## config.mk

```make
export PLATFORM = sky130hd
export DESIGN_NAME = ifu_fetch
export DESIGN_NICKNAME = d
export VERILOG_FILES = /design/src/rtl/ifu_fetch.sv
export SDC_FILE = /design/constraint.sdc
export NUM_CORES = 1
export LEC_CHECK = 0
export CAP_MARGIN = 20
export CORE_MARGIN = 2
export CORE_UTILIZATION = 40
export DETAILED_ROUTE_END_ITERATION = 8
export GPL_TIMING_DRIVEN = 0
export HOLD_SLACK_MARGIN = 0.05
export PLACE_DENSITY = 0.74
export RECOVER_POWER = 100
export SLEW_MARGIN = 20
export SYNTH_ARGS = -nofsm -noshare
export SYNTH_HDL_FRONTEND = slang
export SYNTH_SLANG_ARGS = --single-unit
```

## constraint.sdc

```tcl
create_clock -name clk -period 4.16 [get_ports clk]
set_input_delay 1.04 -clock clk [delete_from_list [all_inputs] [get_ports clk]]
set_output_delay 1.04 -clock clk [all_outputs]
set_load 0.02 [all_outputs]
```

## src/rtl/ifu_fetch.sv

```systemverilog
// ---------------------------------------------------------------------------
// ifu_fetch
//   Instruction fetch stage of the single-issue RV32 NPC core.
//   Owns the PC, issues exactly one word read per instruction over a
//   valid/ready imem port and presents {inst, pc} to decode over a
//   valid/ready handshake. A redirect (branch/jump/trap) flushes any
//   in-flight or held fetch and reloads the PC.
//
//   Sequence per instruction: REQ -> WAIT -> HOLD (no overlap), so the
//   best case is one instruction every three cycles.
//
// Parameters
//   XLEN            PC/address/instruction width
//   RESET_PC        PC loaded on reset
//
// Ports
//   clk             in   1     rising-edge clock
//   rst_n           in   1     asynchronous active-low reset
//   imem_req_valid  out  1     read request valid
//   imem_req_ready  in   1     memory accepts request
//   imem_req_addr   out  XLEN  word address of request (= pc)
//   imem_rsp_valid  in   1     read data valid (1-cycle pulse, always accepted)
//   imem_rsp_data   in   XLEN  read data
//   out_valid       out  1     {out_inst,out_pc} valid to decode
//   out_ready       in   1     decode accepts
//   out_inst        out  XLEN  fetched instruction word
//   out_pc          out  XLEN  PC of out_inst
//   redirect_valid  in   1     flush + load new PC (1-cycle pulse)
//   redirect_pc     in   XLEN  new PC; bits [1:0] forced to zero
// ---------------------------------------------------------------------------
module ifu_fetch #(
    parameter int              XLEN     = 32,
    parameter logic [XLEN-1:0] RESET_PC = 32'h8000_0000
) (
    input  logic            clk,
    input  logic            rst_n,
    // instruction memory request
    output logic            imem_req_valid,
    input  logic            imem_req_ready,
    output logic [XLEN-1:0] imem_req_addr,
    // instruction memory response
    input  logic            imem_rsp_valid,
    input  logic [XLEN-1:0] imem_rsp_data,
    // decode interface
    output logic            out_valid,
    input  logic            out_ready,
    output logic [XLEN-1:0] out_inst,
    output logic [XLEN-1:0] out_pc,
    // redirect from execute / trap logic
    input  logic            redirect_valid,
    input  logic [XLEN-1:0] redirect_pc
);

    // -----------------------------------------------------------------------
    // State encoding
    // -----------------------------------------------------------------------
    localparam logic [1:0] ST_IDLE = 2'd0;  // one cycle after reset release
    localparam logic [1:0] ST_REQ  = 2'd1;  // presenting a request to imem
    localparam logic [1:0] ST_WAIT = 2'd2;  // request accepted, awaiting data
    localparam logic [1:0] ST_HOLD = 2'd3;  // instruction held for decode

    localparam logic [XLEN-1:0] PC_STEP = XLEN'(4);

    // -----------------------------------------------------------------------
    // State
    // -----------------------------------------------------------------------
    logic [1:0]      state,    state_nxt;
    logic [XLEN-1:0] pc,       pc_nxt;
    logic            kill,     kill_nxt;   // outstanding rsp must be dropped
    logic            load_out;             // capture rsp into output regs

    logic            req_fire;
    logic            out_fire;
    logic [XLEN-1:0] redirect_target;

    // -----------------------------------------------------------------------
    // Output decode
    // -----------------------------------------------------------------------
    // A redirect in REQ suppresses the request in the same cycle so that the
    // stale PC never reaches memory.
    assign imem_req_valid = (state == ST_REQ) && !redirect_valid;
    assign imem_req_addr  = pc;
    assign out_valid      = (state == ST_HOLD);

    assign req_fire        = imem_req_valid && imem_req_ready;
    // A redirect in HOLD discards the held word, so it is not a handshake.
    assign out_fire        = out_valid && out_ready && !redirect_valid;
    assign redirect_target = {redirect_pc[XLEN-1:2], 2'b00};

    // -----------------------------------------------------------------------
    // Next-state logic
    // -----------------------------------------------------------------------
    // NOTE: every signal driven here gets a default first; otherwise a path
    // that skips an assignment would infer a latch.
    always_comb begin
        state_nxt = state;
        pc_nxt    = pc;
        kill_nxt  = kill;
        load_out  = 1'b0;

        case (state)
            ST_IDLE: begin
                state_nxt = ST_REQ;
            end

            ST_REQ: begin
                if (req_fire) begin
                    state_nxt = ST_WAIT;
                end
            end

            ST_WAIT: begin
                if (imem_rsp_valid) begin
                    // The outstanding response has arrived; the kill flag
                    // has done its job whether or not the data is used.
                    kill_nxt = 1'b0;
                    if (!kill && !redirect_valid) begin
                        load_out  = 1'b1;
                        state_nxt = ST_HOLD;
                    end else begin
                        state_nxt = ST_REQ;
                    end
                end else if (redirect_valid) begin
                    // Memory still owes us a word; remember to drop it.
                    kill_nxt = 1'b1;
                end
            end

            ST_HOLD: begin
                if (redirect_valid) begin
                    state_nxt = ST_REQ;
                end else if (out_fire) begin
                    pc_nxt    = pc + PC_STEP;   // wraps modulo 2^XLEN
                    state_nxt = ST_REQ;
                end
            end

            default: begin
                state_nxt = ST_IDLE;
            end
        endcase

        // Redirect has the highest priority on the PC in every state.
        if (redirect_valid) begin
            pc_nxt = redirect_target;
        end
    end

    // -----------------------------------------------------------------------
    // Registers
    // -----------------------------------------------------------------------
    // NOTE: sequential state uses non-blocking assignments so every register
    // samples the pre-edge values regardless of statement order.
    always_ff @(posedge clk or negedge rst_n) begin
        if (!rst_n) begin
            state <= ST_IDLE;
            pc    <= RESET_PC;
            kill  <= 1'b0;
        end else begin
            state <= state_nxt;
            pc    <= pc_nxt;
            kill  <= kill_nxt;
        end
    end

    // Output holding registers: only loaded from an accepted response, so
    // they stay stable for the whole time out_valid is high.
    always_ff @(posedge clk or negedge rst_n) begin
        if (!rst_n) begin
            out_inst <= '0;
            out_pc   <= RESET_PC;
        end else if (load_out) begin
            out_inst <= imem_rsp_data;
            out_pc   <= pc;
        end
    end

endmodule
```

### Yosys cells after proc, flatten, opt, wreduce, memory -nomap -nowiden

Index checks and enable logic that the tools add are counted.
W data, S select, Z words.

* $add $sub $neg: 1
* reductions and logical operators: 14
* eq/ne operators: 6
* multiplexer cells: 14

Operators with widths (count)
* $mux W32: 3
* $add A32 B3 Y32 const B: 1
* $mux W2: 5
* $pmux W2 S4: 1
* $reduce_bool A2 Y1: 3
* $logic_and A1 B1 Y1: 5
* $mux W1: 5
* $eq A2 B2 Y1 const B: 2
* $ne A2 B2 Y1 const B: 2
* $reduce_and A2 Y1: 2
* $ne A3 B1 Y1 const B: 1
* $reduce_and A3 Y1: 1
* $eq A2 B1 Y1 const B: 1
* $logic_not A1 Y1: 2
* $logic_not A2 Y1: 1

* logic and storage cells: 40
* flip-flop bits (word level): 99

### Depth between registers and ports, before layout

Gate-level depths: netlist of run 1.

* depth in word-level cells: 6
* mapped depth: 6
* depth with buffers taken out: 6

### Worst setup path after synthesis of run 1

OpenSTA, ideal clock, no wires.

* path kind: input port to output port
* from: in redirect_valid
* to: out imem_req_valid
* cell stages on the path: 3
* slack: 1.398 ns
* arrival time: 1.722 ns
* cell sequence: clkbuf_1 clkbuf_1 nor2b_1

* word-level cells in the longest chain between the ends: 2

RTL lines
* from (decl): line 50 `input logic redirect_valid,`
* $logic_not A1 Y1: line 81 `assign imem_req_valid = (state == ST_REQ) && !redirect_valid;`
* $logic_and A1 B1 Y1: line 81
* to (decl): line 38 `output logic imem_req_valid,`

Every way passes these cells.

### Worst setup path in the final report of run 1

Same ends and word-level chain as after synthesis.

==> qor.yml, run 1 <==
start_util_pct: 40.6
wl_per_cell_um: 16.7
synth_seq_area_share_pct: 54.8
io_buffers: 160
first_iter_violations: 196
cp_data_arrival_time_ns: 2.48
n_fill_cell: 937
placed_area_um2: 6160
synthCells: 374
clk_pin_slew_ns: 0.09
max-vdd-ir-drop_mv: 0.274
yosysUniqueCellTypes: 43
final_cell_mix: "dlygate4sd3_1, dfrtp_1, mux2_2, clkdlybuf4s50_1, nand2_1"
post-route-drc-count: 0
cts_resized: 0
skew_ns: 0.00609
nets: 623
syn_area_per_cell_um2: 11.6
ys.flop_type: "dfrtp_1"
gp_congestion: 0.842
crit_start: "redirect_valid"
violations: "max-capacitance violations, max-slew violations"
ys_ff_latch: 95
reg2reg_from: "state[0]"
post-route-util_pct: 59.7
postCtsSetupBuffers: 0
synthesis.area_um2: 4340
startpoint_type: "input pin"
grt_usage_pct: 20.7
cts_hold_buf: 0
worst_slew_pin_slew_ns: 1.94
final_area_um2: 6390
seq_area_um2: 2380
maxCapViolCount: 1
drive_gt1_share_pct: 16.4
cts_tree: "done"
synth_warnings: 0
multi_input_area_um2: 1830
status: "complete, but fails checks"
ant_nets: 0
period_needed_ns: 3.52
wirelength_mm: 11.6
synth_edf_count: 0
finalSetupViolations: 0
rsz0062_at_grt: "no"
finalCritPeriodShare_pct: 84.6
vias: 3611
worstHoldPathCells: 1
htreeDepth: 3
slew_headroom_pct: -29.0
final_common_cell: "dlygate4sd3_1"
clkLatencyLatePin_ns: 0.36
worstHoldPathType: "reg2reg"
whs_ns: 0.504
synth_fa_ha_area_share_pct: 1.15
diodes: 0
first_global_vias: 3723
required_ns: 3.12
dr.pass1.iters: 4
grt_max_degree: 63
antenna_found_initial: 0
cts_sinks: 95
worst-setup-path-type: "in2out"
areaGrowthSynthToFinish_pct: 47.1
coreArea_um2: 10700
viasPerCell: 5.20
num_rows: 38
max_freq_mhz: 284
cts_buffer_depth: 2
worst_setup_path_end_kind: "primary output"
synth_compound_area_share_pct: 7.58
synth_top_family_by_area: "multiplexers"
grt_pass1_wl_mm: 18.7
die_h_um: 108
synthMuxAreaShare_pct: 16.6
boundaryPins: 168
cts_buffers: 9
p_leak_nw: 2.74
gr-total-overflow: 0
reg2reg_depth: 6
critPathMaxFanout: 10
yosys.area_share.simple_pct: 13.9
dieArea_um2: 11700
die_w_um: 108
synth_xor_area_share_pct: 2.62
power_density_nw_per_um2: 561
dpl.hpwl_mm: 8.64
min_from: "out_inst[15]"
slew_violations: 34
cts_root_buf: "clkbuf_8"
hold_violations: 0
async_flop_share_pct: 100
-- cells in the mapped netlist (3+ instances only) --
cell	instances	area, um^2
dfrtp_1	93	2330
mux2_2	63	709
nand2_1	31	116
nor2_1	19	71.3
o21ai_0	17	85.1
clkbuf_1	16	60.1
or4_1	14	105
a31oi_1	12	75.1
nand3_1	10	50.1
o31ai_1	9	67.6
nand4_1	8	50.1
xnor2_1	8	70.1
inv_1	7	26.3
nor4_1	6	37.5
a21oi_1	5	25.0
nor3_1	5	25.0
xor2_1	5	43.8
and4_1	4	35.0
buf_4	4	30.0
ha_1	4	50.1
or3_1	4	25.0
buf_1	3	11.3
-- report_power, final --
part / switching (mW) / internal (mW)
Combinational: 0.715 / 0.720
Clock: 0.334 / 0.400
Sequential: 0.179 / 1.23
Total: 1.23 / 2.35
-- critical path, cell delays in order --
cell           delay (ns)
clkbuf_1             0.28
clkbuf_1             0.40
nor2b_1              0.09
dlygate4sd3_1        0.66
-- state kept, by name (all words and copies together), names as in the netlist --
name           count
imem_req_addr     30
out_inst          32
state              2
kill               1
out_pc            30
-- final cells by class --
type                    instances  area share (%)
plain buffers                  25            1.72
clock buffers                   9            1.94
clock inverters                 7            1.90
inverters                       8           0.470
multi-input cells             249            28.6
flip-flops and latches         95            37.3
well taps                     140            2.74
repair buffers                161            25.4
-- path summary, 6_finish.rpt --
check / endpoint / slack, ns
setup / recovery: imem_req_valid / 0.64
hold / removal: out_inst[15] / 0.50
setup reg to reg: imem_req_addr[29] / 1.61
hold reg to reg: out_inst[15] / 0.50
max in group asynchronous: out_pc[31] / 1.83
min in group asynchronous: kill / 1.21
-- cells by family after synthesis --
family | Yosys count
and+or+nand+nor | 112
DFF | 95
muxes | 64
AOI/OAI and AO/OA | 52
buffers and inverters | 33
xor gates and xnor gates | 13
adders and majority gates | 4
other | 1
-- through the flow --
step	instances	setup slack (ns)	TNS (ns)	power [mW]
4_1_cts	694	0.740	0	3.75
6_report	694	0.640	0	3.58
3_5_place_dp	678	0.742	0	3.01
3_3_place_gp	677	-1.43	-133.60	2.97
2_1_floorplan	377	1.40	0	2.20
5_1_grt	694	0.562	0	3.79
-- layer usage --
layer,GRT usage [%],vias up,routed length (um)
li1,-,1703,-
met1,26.5,1771,4770
met2,33.8,116,5870
met3,3.86,21,649
met4,10.1,0,305
met5,0,-,0
No activity file was read; power rests on OpenSTA's default activity.
==> run 2, diff against run 1 <==
==> constraint.sdc (replaced) <==
create_clock -name clk -period 3.5 [get_ports clk]
set_input_delay 0.875 -clock clk [delete_from_list [all_inputs] [get_ports clk]]
set_output_delay 0.875 -clock clk [all_outputs]
set_load 0.02 [all_outputs]
==> run 2 against run 1 <==
Against the previous run:
- the run still ends with max-capacitance violations, max-slew violations left
- core utilization decreased by 0.19 points
- highest routed layer unchanged
- non-clock buffer count unchanged
- die area unchanged
- critical path depth unchanged
- setup slack got worse by 0.35 ns
- largest cell class unchanged
- clock power increased by 20%
- sequential share of layout area increased by 0.12 points
- count of clock-buffer cells in the layout unchanged
- register-to-register slack got worse by 0.67 ns
- sequential power increased by 19%
- sequential cell count unchanged
==> qor.yml, run 2 (synthesis results as in run 1) <==
switching_share_pct: 34.4
largest_reg_flops: 32
dpl.hpwl_mm: 8.64
nets: 623
crit_top_cell: "clkbuf_1"
skew_ns: 0.00880
gr-total-overflow: 0
areaGrowthSynthToFinish_pct: 46.7
max-vdd-ir-drop_mv: 0.326
viasPerCell: 5.24
critPathMaxFanout: 10
final_cell_mix: "dlygate4sd3_1, dfrtp_1, mux2_2, clkdlybuf4s50_1, nand2_1"
crit_chain: "clkbuf_1 -> clkbuf_1 -> nor2b_1 -> dlygate4sd3_1"
cp_slowest_cell: "dlygate4sd3_1"
violations: "max-capacitance violations, max-slew violations"
finalCritPeriodShare_pct: 91.6
grt_pass1_wl_mm: 18.7
p_seq_share_pct: 39.4
worst_slew_pin_slew_ns: 1.80
crit_start: "redirect_valid"
pwr-share-comb_pct: 40.0
seq_area_um2: 2380
finalSetupViolations: 0
multi_input_area_um2: 1830
postCtsSetupBuffers: 0
wl_per_cell_um: 16.7
worst-setup-path-type: "in2out"
coreArea_um2: 10700
intPower_mw: 2.80
period_needed_ns: 3.21
reg2reg_from: "state[0]"
worst_setup_path_end_kind: "primary output"
first_global_vias: 3723
p_switching_mw: 1.46
vias: 3635
dp_slack_ns: 0.374
worst_slack_ns: 0.292
diodes: 0
boundaryPins: 168
io_buffers: 160
cts_hold_buf: 0
startpoint_type: "input pin"
die_w_um: 108
required_ns: 2.62
maxCapViolCount: 1
dieArea_um2: 11700
slew_headroom_pct: -20.2
die_h_um: 108
max_freq_mhz: 312
cts_resized: 0
cts_tree: "done"
clkLatencyLatePin_ns: 0.36
pwr-share-clk_pct: 20.6
dr.pass1.iters: 4
cts_sinks: 95
status: "complete, but fails checks"
cp_data_arrival_time_ns: 2.33
whs_ns: 0.504
rsz0062_at_grt: "no"
power_density_nw_per_um2: 669
n_fill_cell: 939
grt_max_degree: 63
cts_buffer_depth: 2
final_common_cell: "dlygate4sd3_1"
gp_congestion: 0.842
min_from: "out_inst[15]"
antenna_found_initial: 0
slew_violations: 35
p_leak_nw: 2.73
max_stage_delay_ns: 0.66
htreeDepth: 3
post-route-drc-count: 0
cts_root_buf: "clkbuf_8"
wirelength_mm: 11.6
num_rows: 38
regMostFlops: "out_inst"
clk_pin_slew_ns: 0.09
ant_nets: 0
cts_buffers: 9
hold_violations: 0
drive_gt1_share_pct: 16.4
first_iter_violations: 178
worstHoldPathType: "reg2reg"
grt_usage_pct: 20.7
start_util_pct: 40.6
## run 2: cell count changes in the layout (fill, tap and decap cells not counted)
cell / change
clkbuf_4: +1
buf_16: -1
## run 2: area by class of cell
type                    instances  share of cell area, %
clock buffers                   9                   1.94
plain buffers                  25                   1.73
repair buffers                161                   25.2
inverters                       8                  0.472
well taps                     140                   2.75
flip-flops and latches         95                   37.4
multi-input cells             249                   28.7
clock inverters                 7                   1.91
## run 2: path summary, 6_finish.rpt
kind / end / slack, ns / cells past startpoint
worst max-delay path: imem_req_valid / 0.29 / 4
worst min-delay path: out_inst[15] / 0.50 / 1
worst max register to register: imem_req_addr[29] / 0.94 / 6
worst min register to register: out_inst[15] / 0.50 / 1
max in group asynchronous: out_pc[29] / 0.73 / 2
min in group asynchronous: kill / 0.98 / 1
## run 2: critical path, delay by kind of cell
kind / cells / cell delay [ns]
buffers and inverters: 3 / 1.36
AND/OR/NAND/NOR: 1 / 0.09
## run 2: power groups by stage
stage / Combinational, mW / Clock (mW) / Sequential (mW)
floorplan: 0.477 / 0 / 2.13
global placement: 1.82 / 0 / 1.70
detailed placement: 1.85 / 0 / 1.72
CTS: 1.86 / 0.893 / 1.70
global route: 1.82 / 0.947 / 1.73
finish: 1.70 / 0.878 / 1.68
## run 2: routing by layer
metal / share of wire (%) / GRT usage, %
met1: 42 / 26.5
met2: 50 / 33.8
met3: 5.8 / 3.86
met4: 2.9 / 10.1
met5: 0 / 0
## run 2: per-stage QoR
stage	utilization [%]	power, mW	instance area (um^2)	instances	setup TNS, ns
after global placement	57.3	3.53	6130	677	-180.63
after global routing	59.5	4.50	6370	694	0
after CTS	59.9	4.46	6400	694	0
final	59.5	4.26	6370	694	0
after floorplan	-	2.61	4350	377	0
after detailed placement	57.6	3.58	6160	678	0
